## config.mk

```make
export PLATFORM = sky130hd
export DESIGN_NAME = top_k_result_drain
export DESIGN_NICKNAME = d
export VERILOG_FILES = /design/src/rtl/top_k_result_drain.sv
export SDC_FILE = /design/constraint.sdc
export NUM_CORES = 1
export LEC_CHECK = 0
export BUFFER_PORTS_ARGS = -buffer_cell sky130_fd_sc_hd__buf_2
export CORE_MARGIN = 3
export CORE_UTILIZATION = 49
export CTS_CLUSTER_DIAMETER = 60
export DETAILED_ROUTE_END_ITERATION = 8
export GPL_ROUTABILITY_DRIVEN = 0
export PLACE_DENSITY = 0.86
export SYNTH_ARGS = -nofsm -noshare
export SYNTH_HDL_FRONTEND = slang
export SYNTH_SLANG_ARGS = --single-unit
export TNS_END_PERCENT = 5
```

## constraint.sdc

```tcl
create_clock -name clk -period 8.9 [get_ports clk]
set_clock_uncertainty 0.15 [all_clocks]
set_input_delay 0.89 -clock clk [delete_from_list [all_inputs] [get_ports clk]]
set_output_delay 0.89 -clock clk [all_outputs]
set_load 0.005 [all_outputs]
```

## src/rtl/top_k_result_drain.sv

```systemverilog
// Top-k chain read-out: snapshots the unit registers at end of query, streams them
// largest-first on an AXI-Stream master, then hands one clear token to the chain head.
module top_k_result_drain #(
    parameter int INTEGER_SIZE = 32,
    parameter int K            = 8
) (
    input  logic                      clk,
    input  logic                      rst,
    input  logic [K*INTEGER_SIZE-1:0] reg_data,
    input  logic [K-1:0]              reg_valid,
    input  logic                      query_done,
    output logic [INTEGER_SIZE-1:0]   m_axis_TDATA,
    output logic                      m_axis_TVALID,
    input  logic                      m_axis_TREADY,
    output logic                      m_axis_TLAST,
    output logic [INTEGER_SIZE:0]     clear_TDATA,
    output logic                      clear_TVALID,
    input  logic                      clear_TREADY,
    output logic                      busy,
    output logic                      overrun
);

    localparam int IW = $clog2(K) + 1;
    localparam int AW = (K > 1) ? $clog2(K) : 1;

    typedef enum logic [1:0] {
        S_IDLE,
        S_SEND,
        S_CLEAR
    } state_t;

    state_t                  r_state;
    logic [INTEGER_SIZE-1:0] r_shadow [K];
    logic [IW-1:0]           r_idx;
    logic [IW-1:0]           r_n;

    logic [IW-1:0]           w_n;
    logic                    w_run;
    logic [IW-1:0]           w_next_idx;
    logic [AW-1:0]           w_rd_sel;
    logic                    w_beat;
    logic                    w_clr_hs;

    // Only the unbroken run of valid units from the head holds real results.
    always_comb begin
        w_n   = '0;
        w_run = 1'b1;
        for (int i = 0; i < K; i++) begin
            if (w_run && reg_valid[i]) begin
                w_n = w_n + IW'(1);
            end else begin
                w_run = 1'b0;
            end
        end
    end

    assign w_next_idx  = r_idx + IW'(1);
    assign w_rd_sel    = AW'(w_next_idx);
    assign w_beat      = m_axis_TVALID & m_axis_TREADY;
    assign w_clr_hs    = clear_TVALID & clear_TREADY;
    assign clear_TDATA = {1'b1, {INTEGER_SIZE{1'b0}}};

    always_ff @(posedge clk or posedge rst) begin
        if (rst) begin
            r_state       <= S_IDLE;
            r_idx         <= '0;
            r_n           <= '0;
            m_axis_TDATA  <= '0;
            m_axis_TVALID <= 1'b0;
            m_axis_TLAST  <= 1'b0;
            clear_TVALID  <= 1'b0;
            busy          <= 1'b0;
            overrun       <= 1'b0;
            for (int i = 0; i < K; i++) begin
                r_shadow[i] <= '0;
            end
        end else begin
            // The CLEAR handshake cycle still counts as busy.
            if (query_done && r_state != S_IDLE) begin
                overrun <= 1'b1;
            end
            unique case (r_state)
                S_IDLE: begin
                    if (query_done) begin
                        for (int i = 0; i < K; i++) begin
                            r_shadow[i] <= reg_data[i*INTEGER_SIZE +: INTEGER_SIZE];
                        end
                        r_n   <= w_n;
                        r_idx <= '0;
                        busy  <= 1'b1;
                        if (w_n != '0) begin
                            r_state       <= S_SEND;
                            m_axis_TDATA  <= reg_data[INTEGER_SIZE-1:0];
                            m_axis_TVALID <= 1'b1;
                            m_axis_TLAST  <= (w_n == IW'(1));
                        end else begin
                            r_state      <= S_CLEAR;
                            clear_TVALID <= 1'b1;
                        end
                    end
                end
                S_SEND: begin
                    if (w_beat) begin
                        if (m_axis_TLAST) begin
                            r_state       <= S_CLEAR;
                            m_axis_TVALID <= 1'b0;
                            m_axis_TLAST  <= 1'b0;
                            clear_TVALID  <= 1'b1;
                        end else begin
                            r_idx        <= w_next_idx;
                            m_axis_TDATA <= r_shadow[w_rd_sel];
                            m_axis_TLAST <= (w_next_idx == r_n - IW'(1));
                        end
                    end
                end
                S_CLEAR: begin
                    if (w_clr_hs) begin
                        r_state      <= S_IDLE;
                        clear_TVALID <= 1'b0;
                        busy         <= 1'b0;
                    end
                end
                default: begin
                    r_state       <= S_IDLE;
                    m_axis_TVALID <= 1'b0;
                    m_axis_TLAST  <= 1'b0;
                    clear_TVALID  <= 1'b0;
                    busy          <= 1'b0;
                end
            endcase
        end
    end

endmodule

```

; Word-level counts from Yosys, hierarchy flattened
; Index checks and enable logic that the tools add are counted.
[totals]
wordCells = 114
input_bits = 269
output_inout_bits = 70
reg_bits = 303
[op_classes]
n_reduce_logical = 20
eq_ne = 11
n_addsub = 9
bitwise = 5
muxes = 51
magnitude_cmp = 1
[ops]
columns = operator, count
row1 = $mux 32, 6
row2 = $bmux 32 s3, 1
row3 = $pmux 32 s2, 1
row4 = $mux 4, 9
row5 = $add 4x1->4 const B, 7
row6 = $mux 1, 22
row7 = $reduce_and 5->1, 3
row8 = $ne 2x2->1 const B, 7
row9 = $mux 2, 6
row10 = $pmux 1 s3, 4
row11 = $reduce_and 4->1, 3
row12 = $logic_and 1x1->1, 8
row13 = $pmux 4 s2, 1
row14 = $pmux 2 s3, 1
row15 = $eq 4x1->1 const B, 1
row16 = $eq 4x4->1, 1
row17 = $ge 4x4->1 const B, 1
row18 = $not 3->4, 1
row19 = $reduce_bool 2->1, 2
row20 = $reduce_bool 4->1, 1
row21 = $sub 4x1->4 const B, 1
row22 = $reduce_and 3->1, 1
row23 = $add 1x1->2 const B, 1
row24 = $and 1x1->1, 2
row25 = 5 further kinds, 6

; Logic depth before layout (Yosys ltp)
[depth]
word_depth = 19
mapped_depth = 22
depth_no_buf = 21

; Worst setup path after synthesis
; OpenSTA, ideal clock, no wires.
[synth_timing]
path_kind = input port to flip-flop
start = input reg_valid[0]
end = register m_axis_TDATA[0]
t_required_ps = 8625
setup_ps = 125
n_path_buf = 1
path_slack_ps = 3629
path_stages = 20
arrival_ps = 4996
cell_sequence = and2_1 > ha_1 > o21a_1 > ha_1 > nand2_1 > nand2_1 > ha_1 > mux2i_1 > a21oi_1 > ha_1 > mux2i_1 > a21oi_1 > o31a_1 > ha_1 > nor3b_1 > a22oi_1 > a221oi_4 > a31oi_4 > buf_6 > mux2_4
[synth_via]
elab_chain_cells = 18
word_cells_on_any_way = 32
cone_classes = add/sub: 7 / eq/ne: 1 / mux: 15 / reduce/logical: 9
[synth_lines]
columns = element, line_no
row1 = "start, declared", 10  ; input logic [K-1:0] reg_valid,
row2 = $mux 1, 49  ; if (w_run && reg_valid[i]) begin
row3 = $add 1x1->2 or $logic_and 1x1->1 (tied branches), "50, 49"
row4 = $mux 2 or $mux 1 (tied branches), 49
row5 = $add 4x1->4 or $logic_and 1x1->1 (tied branches), "50, 49"
row6 = $mux 4 or $mux 1 (tied branches), 49
row7 = $add 4x1->4 or $logic_and 1x1->1 (tied branches), "50, 49"
row8 = $mux 4 or $mux 1 (tied branches), 49
row9 = $add 4x1->4 or $logic_and 1x1->1 (tied branches), "50, 49"
row10 = [2 not listed], -
row11 = $mux 4 or $mux 1 (tied branches), 49
row12 = $add 4x1->4 or $logic_and 1x1->1 (tied branches), "50, 49"
row13 = $mux 4 or $mux 1 (tied branches), 49
row14 = $add 4x1->4 or $logic_and 1x1->1 (tied branches), "50, 49"
row15 = $mux 4 (*), 49
row16 = $reduce_bool 4->1 (*), 91  ; if (w_n != '0) begin
row17 = $ne 2x2->1 (no line) (*), -
row18 = $reduce_and 5->1 (no line) (*), -
row19 = "end signal, assigned", 93  ; m_axis_TDATA <= reg_data[INTEGER_SIZE-1:0];
row20 = "end signal, assigned", 111  ; m_axis_TDATA <= r_shadow[w_rd_sel];
row21 = "end, declared", 12  ; output logic [INTEGER_SIZE-1:0] m_axis_TDATA,
; Mark *: on every way between the ends. The rest lies on a longest branch, timed or not.
; A chain may end at the register's enable or synchronous reset.

; Final worst setup path
[layout_timing]
start = input reg_valid[0]
end = register m_axis_TDATA[19]
; Same word-level chain as after synthesis.

==> impl_summary.md <==
Run status
The run finished with clean final reports.

Clock tree
The quantity of hold-fixing buffers added after cts is 0. The count of instances resized after the clock tree is built is 0. The clock tree buffer depth is 3. The number of buffers inserted during clock tree synthesis is 35. The depth of the CTS H-tree is 2. The clock-pin slew on the worst setup and hold paths is 0.06 ns. The clock drives 303 sinks. The tree is rooted in a sky130_fd_sc_hd__clkbuf_16.

The TritonCTS clock tree is done. The number of setup buffers added after CTS is 0. For the worst-skew pair, the clock arrives at the later sink with an insertion delay of 0.50 ns.

GRT
Entering global routing, the biggest net connects 186 pins. For this run the aggregate overflow at the end of global routing stands at 0. The number of global-route vias before repair is 10150. The initial antenna violation count came to 9. The wire length of the first global-routing pass is 53480 µm. Global routing used 21.28% of the available tracks across all layers.

Yosys
The count of distinct cell types in the synthesized netlist is 53. The fraction of the yosys area taken by sequential cells is 51.99%. The portion of synthesized cell area occupied by the leading cell type is 51.99%. The number of synthesized flops with an enable pin is 0.

Of all flip-flops after synthesis, the portion carrying an async set or reset was 100.0%. Counting flops and latches in the post-synthesis netlist gives 303. For this run, the number of Yosys warnings is 0. sky130_fd_sc_hd__dfrtp_1 takes more of the synthesized area than any other cell.

The synthesized instance count is 1007. For this run, the leading register cell type out of synthesis is sky130_fd_sc_hd__dfrtp_1. Yosys attributes the largest share of cell area to sky130_fd_sc_hd__dfrtp_1 (52%), sky130_fd_sc_hd__mux2_2 (20%), sky130_fd_sc_hd__mux4_2 (9.9%). Summing every instance area after synthesis gives 14580 µm².

The mean cell area of the mapped netlist is 14.48 µm².

STA
After layout, the worst path uses 66.14% of the clock period. The number of max-slew violations in the final report is 0. Timing would allow up to 169.9 MHz. The total setup violations reported at the end of the flow is 0. In this run the tightest slew margin relative to its limit is 24.54%. Setup repair after global routing left no endpoint under its margin.

The final hold violation count is 0. The time the final worst path needs with I/O delays and setup is 5.887 ns. At the pin with the least slew margin, the transition time is 1.132 ns. After routing, the total negative slack on setup checks comes to 0 ns.

In the post-route analysis, the smallest setup slack over all paths is 3.013 ns.

Power and ir drop
VDD sags by at most 146.8 µV. The overall power consumption is 2.894 mW. Power spread over the standard cell area amounts to 165.9 nW/µm². The total leakage power is 8.705 nW.

Cells and area
The total of fill cells in the finished design is 2184. Leaving out filler cells and counting taps, the final layout contains 1709. Cells with a size suffix above 1 make up 55.74% of the layout. After the last flow step, the layout net total stands at 1569.

The final design instance area without fill is 17440 µm². Relative to the synthesized area, the layout overhead comes to 19.57%.

Place
Once placement completed, the tool counted placed cells totaling 1640. The half-perimeter wire length after detailed placement is 23070 µm. The placed instances occupy a cell area of 16290 µm². The count of port buffers added during placement is 305. The setup slack after placement is 2.594 ns.

Drt
The initial detailed-routing violation count is 658. The first detailed-routing pass ran for 5 iterations. The via total after detailed routing is 9414. Once detail routing completed, the nets flagged for antenna violations numbered 0. The mean routed wirelength per cell is 19.84 µm. The via-per-instance ratio is 5.508. The DRC violation count after routing is 0. After detailed routing, the total wire length is 33910 µm.

Floorplanning
The row count is 62. The floorplan die area is 31870 µm². The initial core utilization is 50.27%. The overall die height is 178.5 µm. 339 I/O pins were placed.

The total area inside the core boundary comes to 29010 µm². Measured along the x axis, the die boundary spans 178.5 µm.

Critical path
The cell occurring most often along the worst timing path is sky130_fd_sc_hd__ha_1. Together, buffers and inverters on the worst path number 2. The nature of the critical path endpoint is a flop.

STA classifies the critical path startpoint as a primary input. In this design, the largest share of critical-path delay is due to compound AO/OA/AOI/OAI gates. The master of the slowest instance on the critical path is sky130_fd_sc_hd__a31oi_4. The worst stage delay on the critical path is 0.62 ns. The critical path start-end classification is primary input to flop.

For the worst setup path, the data required time is 9.12 ns. At the worst endpoint, the arrival time is 6.11 ns. The largest fanout on the critical path is 21. Walking the worst path, the cells encountered are buf_2 -> and2_1 -> ha_1 -> o21a_1 -> ha_1 -> nand2_1 -> nand2_1 -> ha_1 -> mux2i_1 -> a21oi_1 -> ha_1 -> mux2i_1 -> a21oi_1 -> o31a_1 -> ha_1 -> nor3b_1 -> a22oi_1 -> a221oi_4 -> a31oi_4 -> buf_4 -> mux2_4.

Flow run
The total of max-cap violations is 0.

Worst hold path
The worst min-delay path class is flop to flop.
power by group:
part,internal [mW],switching (mW)
clock,0.847,0.549
sequential,1.38,0.0000000000000000101
combinational,0.0532,0.0666
cell families after synthesis:
family	share of synthesized area [%]
muxes	35.37
DFF	51.99
buffers and inverters	4.101
and+or+nand+nor	3.355
AOI/OAI and AO/OA	3.835
xor gates and xnor gates	0.6949
adders and majority gates	0.6005
other	0.05149
worst reg2reg max path, cell delays in order (launching register included):
cell	delay, ns
sky130_fd_sc_hd__dfrtp_1	0.50
sky130_fd_sc_hd__nor2_1	0.30
sky130_fd_sc_hd__and2_4	0.61
sky130_fd_sc_hd__buf_4	0.73
sky130_fd_sc_hd__buf_4	0.87
sky130_fd_sc_hd__mux2_2	0.56
sequential cells by signal (all words and copies together), names as in the netlist:
register	count
r_n	4
m_axis_TDATA	32
busy	1
r_idx	4
r_shadow	256
m_axis_TVALID	1
clear_TVALID	1
r_state	2
m_axis_TLAST	1
overrun	1
final cells by class:
type,instances,area [µm²],share of cell area [%]
Sequential cell,303,7586,43.50
Multi-Input combinational cell,626,6561,37.63
Timing Repair Buffer,315,1614,9.256
Clock buffer,49,1008,5.783
Tap cell,384,480.5,2.755
Clock inverter,10,113.9,0.6529
Inverter,12,48.80,0.2798
Antenna cell,10,25.02,0.1435
cells in the final DEF, fill, tap and decap left out, drive strengths merged, types with 3 or more instances in the layout:
cell,count
mux2,289
nand4b,3
xor2,4
nand3,7
nand2,22
a21oi,41
and2,6
mux2i,35
o211ai,6
mux4,64
xnor2,5
clkbuf,49
dfrtp,303
nor3,3
clkinv,6
nor2,43
inv,12
a21boi,3
buf,315
diode,10
o21ai,17
conb,33
ha,7
nand4,6
Yosys cell counts, types with 7 or more instances:
library cell               number
sky130_fd_sc_hd__buf_4         34
sky130_fd_sc_hd__mux2_2       259
sky130_fd_sc_hd__a21oi_1       41
sky130_fd_sc_hd__ha_1           7
sky130_fd_sc_hd__mux2i_1       35
sky130_fd_sc_hd__mux2_4        30
sky130_fd_sc_hd__o21ai_0       17
sky130_fd_sc_hd__nand2_1       22
sky130_fd_sc_hd__buf_2         31
sky130_fd_sc_hd__nand3_1        7
sky130_fd_sc_hd__inv_1         12
sky130_fd_sc_hd__clkbuf_1      24
sky130_fd_sc_hd__mux4_2        64
sky130_fd_sc_hd__nor2_1        43
sky130_fd_sc_hd__dfrtp_1      303
path summary, 6_finish.rpt:
kind / cells past startpoint / endpoint / from / slack, ns
max in group asynchronous: 4 / r_shadow[44] / rst / 6.65
hold / removal: 1 / overrun / overrun / 0.33
hold reg to reg: 1 / overrun / overrun / 0.33
setup / recovery: 21 / m_axis_TDATA[19] / reg_valid[0] / 3.01
setup reg to reg: 5 / r_shadow[75] / r_state[1] / 5.08
min in group asynchronous: 3 / r_shadow[3] / rst / 0.45
metrics by stage:
stage / hold WS, ns / util [%]
floorplan: 0.3090 / -
global placement: 0.2974 / 56.15
detailed placement: 0.3235 / 56.15
CTS: 0.3375 / 60.02
global route: 0.3527 / 60.07
finish: 0.3313 / 60.10
metal layers:
layer / part of all wire [%] / wire [µm] / global-route usage (%)
met5: 0.13 / 45 / 0
met4: 2.6 / 873 / 7.240
met3: 7.4 / 2518 / 5.705
met2: 49 / 16740 / 35.57
met1: 41 / 13740 / 26.91
Power figures use the tool's default switching activity.
